$ cat config.mk
export PLATFORM = sky130hd
export DESIGN_NAME = minterm_eval_seq
export DESIGN_NICKNAME = d
export VERILOG_FILES = /design/src/rtl/minterm_eval_pkg.sv /design/src/rtl/minterm_eval_lut.sv /design/src/rtl/minterm_eval_seq.sv
export SDC_FILE = /design/constraint.sdc
export NUM_CORES = 1
export LEC_CHECK = 0
export CAP_MARGIN = 10
export CORE_UTILIZATION = 46
export DETAILED_ROUTE_END_ITERATION = 8
export PLACE_DENSITY = 0.84
export REMOVE_ABC_BUFFERS = 1
export SYNTH_ARGS = -nofsm -noshare
export SYNTH_HDL_FRONTEND = slang
export SYNTH_SLANG_ARGS = --single-unit
export TNS_END_PERCENT = 20
$ cat constraint.sdc
create_clock -name clk -period 1.9 [get_ports clk]
set_input_delay 0.285 -clock clk [delete_from_list [all_inputs] [get_ports clk]]
set_output_delay 0.285 -clock clk [all_outputs]
set_load 0.01 [all_outputs]
$ cat src/rtl/minterm_eval_pkg.sv
// Shared types and helpers for the sequential sum-of-minterms evaluator.
package minterm_eval_pkg;

    typedef enum logic [1:0] {
        IDLE  = 2'd0,
        SWEEP = 2'd1,
        DRAIN = 2'd2
    } state_e;

    localparam logic [7:0] TT_DEFAULT_3 = 8'h3A;

    function automatic int tt_width(input int n);
        return 1 << n;
    endfunction

endpackage

$ cat src/rtl/minterm_eval_lut.sv
// Combinational truth-table bit select: f = tt[vec], fn = ~f.
module minterm_lut
    import minterm_eval_pkg::*;
#(
    parameter int N_IN = 3
) (
    input  logic [tt_width(N_IN)-1:0] tt,
    input  logic [N_IN-1:0]           vec,
    output logic                      f,
    output logic                      fn
);

    assign f  = tt[vec];
    assign fn = ~f;

endmodule

$ cat src/rtl/minterm_eval_seq.sv
// Registered sum-of-minterms evaluator with single-eval and exhaustive-sweep modes.
// Optional sweep minterm counter enabled by defining MINTERM_EVAL_POPCNT_EN.
module minterm_eval_seq
    import minterm_eval_pkg::*;
#(
    parameter int                         N_IN    = 3,
    parameter logic [tt_width(N_IN)-1:0]  TT_INIT = TT_DEFAULT_3
) (
    input  logic                      clk,
    input  logic                      rst_n,
    input  logic                      tt_load,
    input  logic [tt_width(N_IN)-1:0] tt_data,
    input  logic                      in_valid,
    output logic                      in_ready,
    input  logic [N_IN-1:0]           in_vec,
    input  logic                      sweep_start,
    output logic                      out_valid,
    input  logic                      out_ready,
    output logic [N_IN-1:0]           out_vec,
    output logic                      out_f,
    output logic                      out_fn,
    output logic                      busy,
    output logic                      sweep_done,
    output logic [N_IN:0]             ones_cnt
);

    localparam int TW = tt_width(N_IN);

    state_e          state_reg, state_next;
    logic [N_IN-1:0] idx_reg, idx_next;
    logic [TW-1:0]   tt_reg;
    logic            out_valid_reg;
    logic [N_IN-1:0] out_vec_reg;
    logic            out_f_reg;
    logic            out_fn_reg;

    logic            slot_free;
    logic            load;
    logic            tt_we;
    logic [N_IN-1:0] lut_vec;
    logic            lut_f;
    logic            lut_fn;

    assign slot_free = !out_valid_reg || out_ready;

    // One LUT serves both modes; the FSM steers which vector it sees.
    minterm_lut #(.N_IN(N_IN)) u_lut (
        .tt  (tt_reg),
        .vec (lut_vec),
        .f   (lut_f),
        .fn  (lut_fn)
    );

    always_comb begin
        state_next = state_reg;
        idx_next   = idx_reg;
        in_ready   = 1'b0;
        load       = 1'b0;
        tt_we      = 1'b0;
        sweep_done = 1'b0;
        lut_vec    = in_vec;
        case (state_reg)
            IDLE: begin
                in_ready = slot_free && !sweep_start;
                tt_we    = tt_load;
                if (sweep_start) begin
                    state_next = SWEEP;
                    idx_next   = '0;
                end else if (in_valid && slot_free) begin
                    load = 1'b1;
                end
            end
            SWEEP: begin
                lut_vec = idx_reg;
                if (slot_free) begin
                    load     = 1'b1;
                    idx_next = idx_reg + N_IN'(1);
                    if (idx_reg == '1) begin
                        state_next = DRAIN;
                    end
                end
            end
            DRAIN: begin
                if (out_valid_reg && out_ready) begin
                    sweep_done = 1'b1;
                    state_next = IDLE;
                end
            end
            default: state_next = IDLE;
        endcase
    end

    always_ff @(posedge clk or negedge rst_n) begin
        if (!rst_n) begin
            state_reg     <= IDLE;
            idx_reg       <= '0;
            tt_reg        <= TT_INIT;
            out_valid_reg <= 1'b0;
            out_vec_reg   <= '0;
            out_f_reg     <= 1'b0;
            out_fn_reg    <= 1'b1;
        end else begin
            state_reg <= state_next;
            idx_reg   <= idx_next;
            if (tt_we) begin
                tt_reg <= tt_data;
            end
            if (load) begin
                out_valid_reg <= 1'b1;
                out_vec_reg   <= lut_vec;
                out_f_reg     <= lut_f;
                out_fn_reg    <= lut_fn;
            end else if (out_ready) begin
                out_valid_reg <= 1'b0;
            end
        end
    end

    assign out_valid = out_valid_reg;
    assign out_vec   = out_vec_reg;
    assign out_f     = out_f_reg;
    assign out_fn    = out_fn_reg;
    assign busy      = (state_reg != IDLE);

`ifdef MINTERM_EVAL_POPCNT_EN
    localparam int CW = N_IN + 1;

    logic          sweep_go;
    logic          sweep_load;
    logic          sweep_tag_reg;
    logic [CW-1:0] acc_reg;
    logic [CW-1:0] ones_reg;

    assign sweep_go   = (state_reg == IDLE) && sweep_start;
    assign sweep_load = (state_reg == SWEEP);

    // The tag keeps a single-eval result still pending at sweep start out of the count.
    always_ff @(posedge clk or negedge rst_n) begin
        if (!rst_n) begin
            sweep_tag_reg <= 1'b0;
            acc_reg       <= '0;
            ones_reg      <= '0;
        end else begin
            if (load) begin
                sweep_tag_reg <= sweep_load;
            end
            if (sweep_go) begin
                acc_reg <= '0;
            end else if (out_valid_reg && out_ready && sweep_tag_reg) begin
                acc_reg <= acc_reg + CW'(out_f_reg);
            end
            if (sweep_done) begin
                ones_reg <= acc_reg + CW'(out_f_reg);
            end
        end
    end

    assign ones_cnt = ones_reg;
`else
    assign ones_cnt = '0;
`endif

endmodule
Word-level counts from Yosys, hierarchy flattened
Cells that the tools add are included. W data, S select, Z words.

Muxes and demuxes: 21. Order comparisons: 1. Reduce and logical (&&, ||, !) cells: 12. Equal/unequal tests: 7. Add/subtract/negate cells: 1. Bitwise operators: 1.

Operator list (count): $mux W1 (10); $mux W3 (3); $mux W2 (4); $ne A2 B2 Y1 const B (4); $pmux W2 S3 (1); $pmux W3 S2 (1); $reduce_bool A2 Y1 (3); $lt A3 B4 Y1 const B (1); $reduce_and A4 Y1 (1); $add A3 B1 Y3 const B (1); $bmux W1 S3 (1); $eq A3 B3 Y1 const B (1); $logic_and A1 B1 Y1 (3); $reduce_and A3 Y1 (1); $eq A2 B1 Y1 const B (1); $eq A2 B2 Y1 const B (1); $logic_not A1 Y1 (2); $logic_not A2 Y1 (1); $pmux W1 S2 (1); $logic_or A1 B1 Y1 (1); $not A1 Y1 (1).

Bits of input ports: 17. Word-level logic and storage cells: 50. Flip-flop bits (word level): 19. Output and inout port bits: 13.

Longest topological paths before layout
Depth after elaboration: 7. Gate-level depth with buffers: 6. Mapped depth without buffers: 5.

By module
A second synthesis with hierarchy kept.

Cells, all modules: 77. Area, all modules: 1038.5 sq um.

By module, submodules not included: minterm_eval_seq (cells an instance 73, times used 1, sequential area each 481.7 sq um, area an instance 964.7 sq um); minterm_lut (cells an instance 4, times used 1, sequential area each 0.0 sq um, area an instance 73.8 sq um).

Least setup slack after synthesis
Ideal clock, no wire load.

Kind: register -> register. Start: register state_reg[0]. End: register tt_reg[0]. Arrival: 1491 ps. Required time: 1775 ps. Clock period less this slack: 1615 ps. Setup slack: 285 ps. Setup time: 125 ps. Cell stages (with the launch flop): 5. Buffers on the path: 1. Path through: dfrtp_1 > buf_2 > or2_2 > nor2_2 > mux2_2.

Cells in the longest elaborated chain, start to end: 2.

RTL lines: start, declared (line minterm_eval_seq.sv:29) `state_e state_reg, state_next;`; start signal, assigned (line minterm_eval_seq.sv:103) `state_reg <= state_next;`; $logic_not A2 Y1 (line minterm_eval_seq.sv:62) `case (state_reg)`; $mux W1 (line minterm_eval_seq.sv:62); end signal, assigned (line minterm_eval_seq.sv:106) `tt_reg <= tt_data;`; end, declared (line minterm_eval_seq.sv:31) `logic [TW-1:0] tt_reg;`.

No other way between the ends. A chain may end at the register's enable or synchronous reset.

Final worst setup path
Start: register state_reg[0]. End: output in_ready.

Cells in the longest elaborated chain, start to end: 2.

RTL lines: $logic_not A2 Y1 (line minterm_eval_seq.sv:62); $mux W1 (line minterm_eval_seq.sv:62); end, declared (line minterm_eval_seq.sv:14) `output logic in_ready,`.

No other way between the ends.

==> impl_summary.md <==
Critical path
The depth of the worst register-to-register path is 5. For this run, the slowest stage of the critical path takes between 0.4 and 0.5 ns. The slowest stage of the critical path is the dfrtp_2 cell.

The worst setup path is captured at a primary output. The critical path goes through or2_2 > nor3_1 > dlygate4sd2_1. The kind of critical path is flop to primary output. The count of buffering cells on the critical path with inverters included is 1. In this run the critical register-to-register path is launched from state_reg[0]. The worst flop-to-flop path endpoint is out_f. STA classifies the critical path startpoint as a flop. The worst-case register-to-register setup slack is about 0.19 ns. The kind of cell with the highest combined delay along the critical path is simple AND/OR/NAND/NOR gates.

The data required time at the worst endpoint is about 1.6 ns. At the worst endpoint, the arrival time is about 1.6 ns. The largest fanout on the critical path is 6.

Cells and area
The area of all placed cells without fillers is approximately 1400 sq um. The top cell types in the final layout, fill and taps aside, are clkdlybuf4s50_1, dfrtp_1, buf_4. The number of inserted diodes is 0. The register with the most flip-flops in the layout has 8 of them. The net count of the finished layout is 159. The synthesis-to-finish area growth is 34.98%. The area occupied by registers is a little under 500 sq um. The multi-input combinational cells in the finished layout cover a total of ~520 sq um. The non-filler instance count after layout is between 150 and 200. Leaving out fill and tap cells, the most frequent cell in the layout is clkdlybuf4s50_1. The number of fill cells is approximately 180. The fraction of final layout cells sized beyond drive strength 1 is 0.2806.

Worst hold path
The tightest min-delay check is of the primary input to async pin type.

Placement
At the end of routability-driven placement, the weighted congestion stood at ~0.93. The placed cell count is between 150 and 200. The count of buffers added on input and output ports is 25. The half-perimeter wire length after placement is roughly 1800 microns. The standard cell area after detailed placement is about 1400 sq um.

Drt
After detailed routing, the number of vias per cell comes to roughly 5.3. The detailed router's first-iteration violation count is 20. The total vias in the final route is between 800 and 900. The count of nets left with antenna violations after detail routing is 0. In the routed design, unresolved DRC markers number 0. The routed wire length per instance is 14.22 microns. The length of the first detailed-routing pass in iterations is 5.

The routed wire length is 2375 microns.

Die
The die span in x is between 50 and 60 microns. In this run the core area contains 17 standard-cell rows. For this configuration, the core starts out at a cell density of 0.4849. The die height is between 50 and 60 microns. In this run the standard cell core region covers between 2000 and 2500 sq um. The die covers roughly 2500 sq um. 30 I/O pins were placed.

CTS
Buffers inserted to repair hold after CTS numbered 0. The clock latency at the later pin of the worst-skew pair is 0.31 ns. Clock-pin slew was measured on the worst setup and hold paths at between 0.1 and 0.15 ns. The number of clock buffers added by TritonCTS is 3. CTS built an H-tree with a depth of 1.

The clock drives 19 sinks. The clock tree buffer depth is 2. The TritonCTS clock tree is built. The clock root buffer is clkbuf_4.

Power and ir drop
The peak supply drop is ~680 uV. In this run the static leakage power is 0.6283 nW. The total power per unit cell area is 1395 nW/um^2.

Global routing
The total overflow reported by the global router is 0. The via count of the first global-routing pass was approximately 900. The total routing resource utilization after global routing is 0.2128. The initial antenna violation count is 0. The maximum number of pins on one net before global-route repair is 20. The first-pass GRT wire length is just over 4000 microns.

Timing
The worst clock skew is between 0.004 and 0.005 ns. The count of pins over their slew limit is 0. The hold violation total from the final report is 0. The count of final setup violators is 0.

Of the available clock period, the critical path in the final layout requires 0.9676. The final period demand of the worst path is 1.838 ns. Static timing analysis puts the maximum clock frequency at about 0.54 GHz.

Synth
After synthesis, the netlist uses 34 different library cells. In this run the cell area of the synthesized design comes to approximately 1100 sq um. The Yosys warning count is 0.

Of the synthesized area, sequential elements account for 0.4535. The mean area per synthesized cell is 10.52 sq um. The cell count after synthesis is around 100. The number of flip-flops and latches in the synthesized netlist is 19.

Run
Max-cap violations in this run came to 0.

Outcome
The flow ran to the end, and the final reports show no timing, DRC or antenna violations.
[cells by family after synthesis]
kind of cell    share of synthesized area
simple gates                       0.1578
compound gates                     0.1731
flops                              0.4535
buf+inv                           0.06949
mux                                0.1190
fa+ha+maj                         0.02355
other cells                      0.003530
[routing by layer]
layer | global-route usage | part of all wire
met1 | 0.2718 | 0.45
met5 | 0 | 0
met4 | 0.1000 | 0.020
met2 | 0.3511 | 0.50
met3 | 0.02778 | 0.029
[power breakdown]
group / internal (W) / total [W] / switching (W)
Combinational: 0.000559 / 0.00100 / 0.000442
Clock: 0.0000786 / 0.000212 / 0.000133
Sequential: 0.000635 / 0.000787 / 0.000152
Total: 0.00127 / 0.00200 / 0.000727
[worst register-to-register path, cell delays in order, from the launching register on]
cell and delay [ns]:
dfrtp_2 0.46, nand2b_1 0.28, mux2_4 0.36, a221oi_2 0.27
nor4_1 0.10, a21o_1 0.15
[cell type report]
type | count | share of cell area
Multi-Input combinational cell | 72 | 0.3613
Sequential cell | 19 | 0.3368
Timing Repair Buffer | 38 | 0.2426
Tap cell | 28 | 0.02443
Clock buffer | 3 | 0.01571
Inverter | 6 | 0.01571
Clock inverter | 1 | 0.003490
[worst max path at each step]
stage	depth (start not counted)	endpoint	from	slack, ns
6_report	3	in_ready	state_reg[0]	0.06
5_1_grt	3	in_ready	state_reg[0]	-0.002
4_1_cts	2	busy	state_reg[0]	0.01
3_5_place_dp	4	sweep_done	out_ready	0.05
3_3_place_gp	4	sweep_done	out_ready	0.09
2_1_floorplan	5	out_f	state_reg[0]	0.23
[synthesized netlist by cell type (all sizes together)]
master   instances  area, sq um
a21o             1        7.510
buf              7        51.30
a2111oi          1        8.760
dfstp            5        131.4
a211o            1        10.01
nor4             2        12.51
o21ai            8        40.04
mux2            10        116.4
conb             1        3.750
nor2b            4        25.02
o2111ai          3        26.28
nor3             2        10.01
nand3b           2        15.01
nand2b           5        31.28
nor2             2        10.01
mux2i            1        10.01
a22o             4        35.03
dfrtp           14        350.3
a31oi            1        6.260
inv              6        22.52
a21oi            3        15.01
nand2            9        33.78
and3b            1        10.01
a221oi           1        15.01
a22oi            1        7.510
nand3            1        5.000
or2              1        6.260
nand4b           1        8.760
ha               2        25.02
o211ai           1        12.51
[through the flow]
| stage | setup TNS [ns] | setup slack [ns] | power (W) | hold WS (ns) | utilization |
|---|---|---|---|---|---|
| 5_1_grt | -0.002150 | -0.002150 | 0.002145 | 0.3146 | 0.6545 |
| 4_1_cts | 0 | 0.01031 | 0.001992 | 0.3050 | 0.6465 |
| 3_3_place_gp | 0 | 0.08754 | 0.001721 | 0.4512 | 0.6345 |
| 3_5_place_dp | 0 | 0.05354 | 0.001775 | 0.4586 | 0.6345 |
| 6_report | 0 | 0.06158 | 0.002000 | 0.2956 | 0.6545 |
| 2_1_floorplan | 0 | 0.2324 | 0.001360 | -0.01059 | - |
[what timing repair did]
| item | 4_1_cts | 5_1_grt |
|---|---|---|
| hold endpoints to repair | 0 | 0 |
| endpoints found under the setup margin | 3 | 1 |
| setup buffers | 0 | 2 |
| pin swaps | 0 | 0 |
| resized for setup | 3 | 1 |
Note: power is estimated with default switching activity, not from simulation.
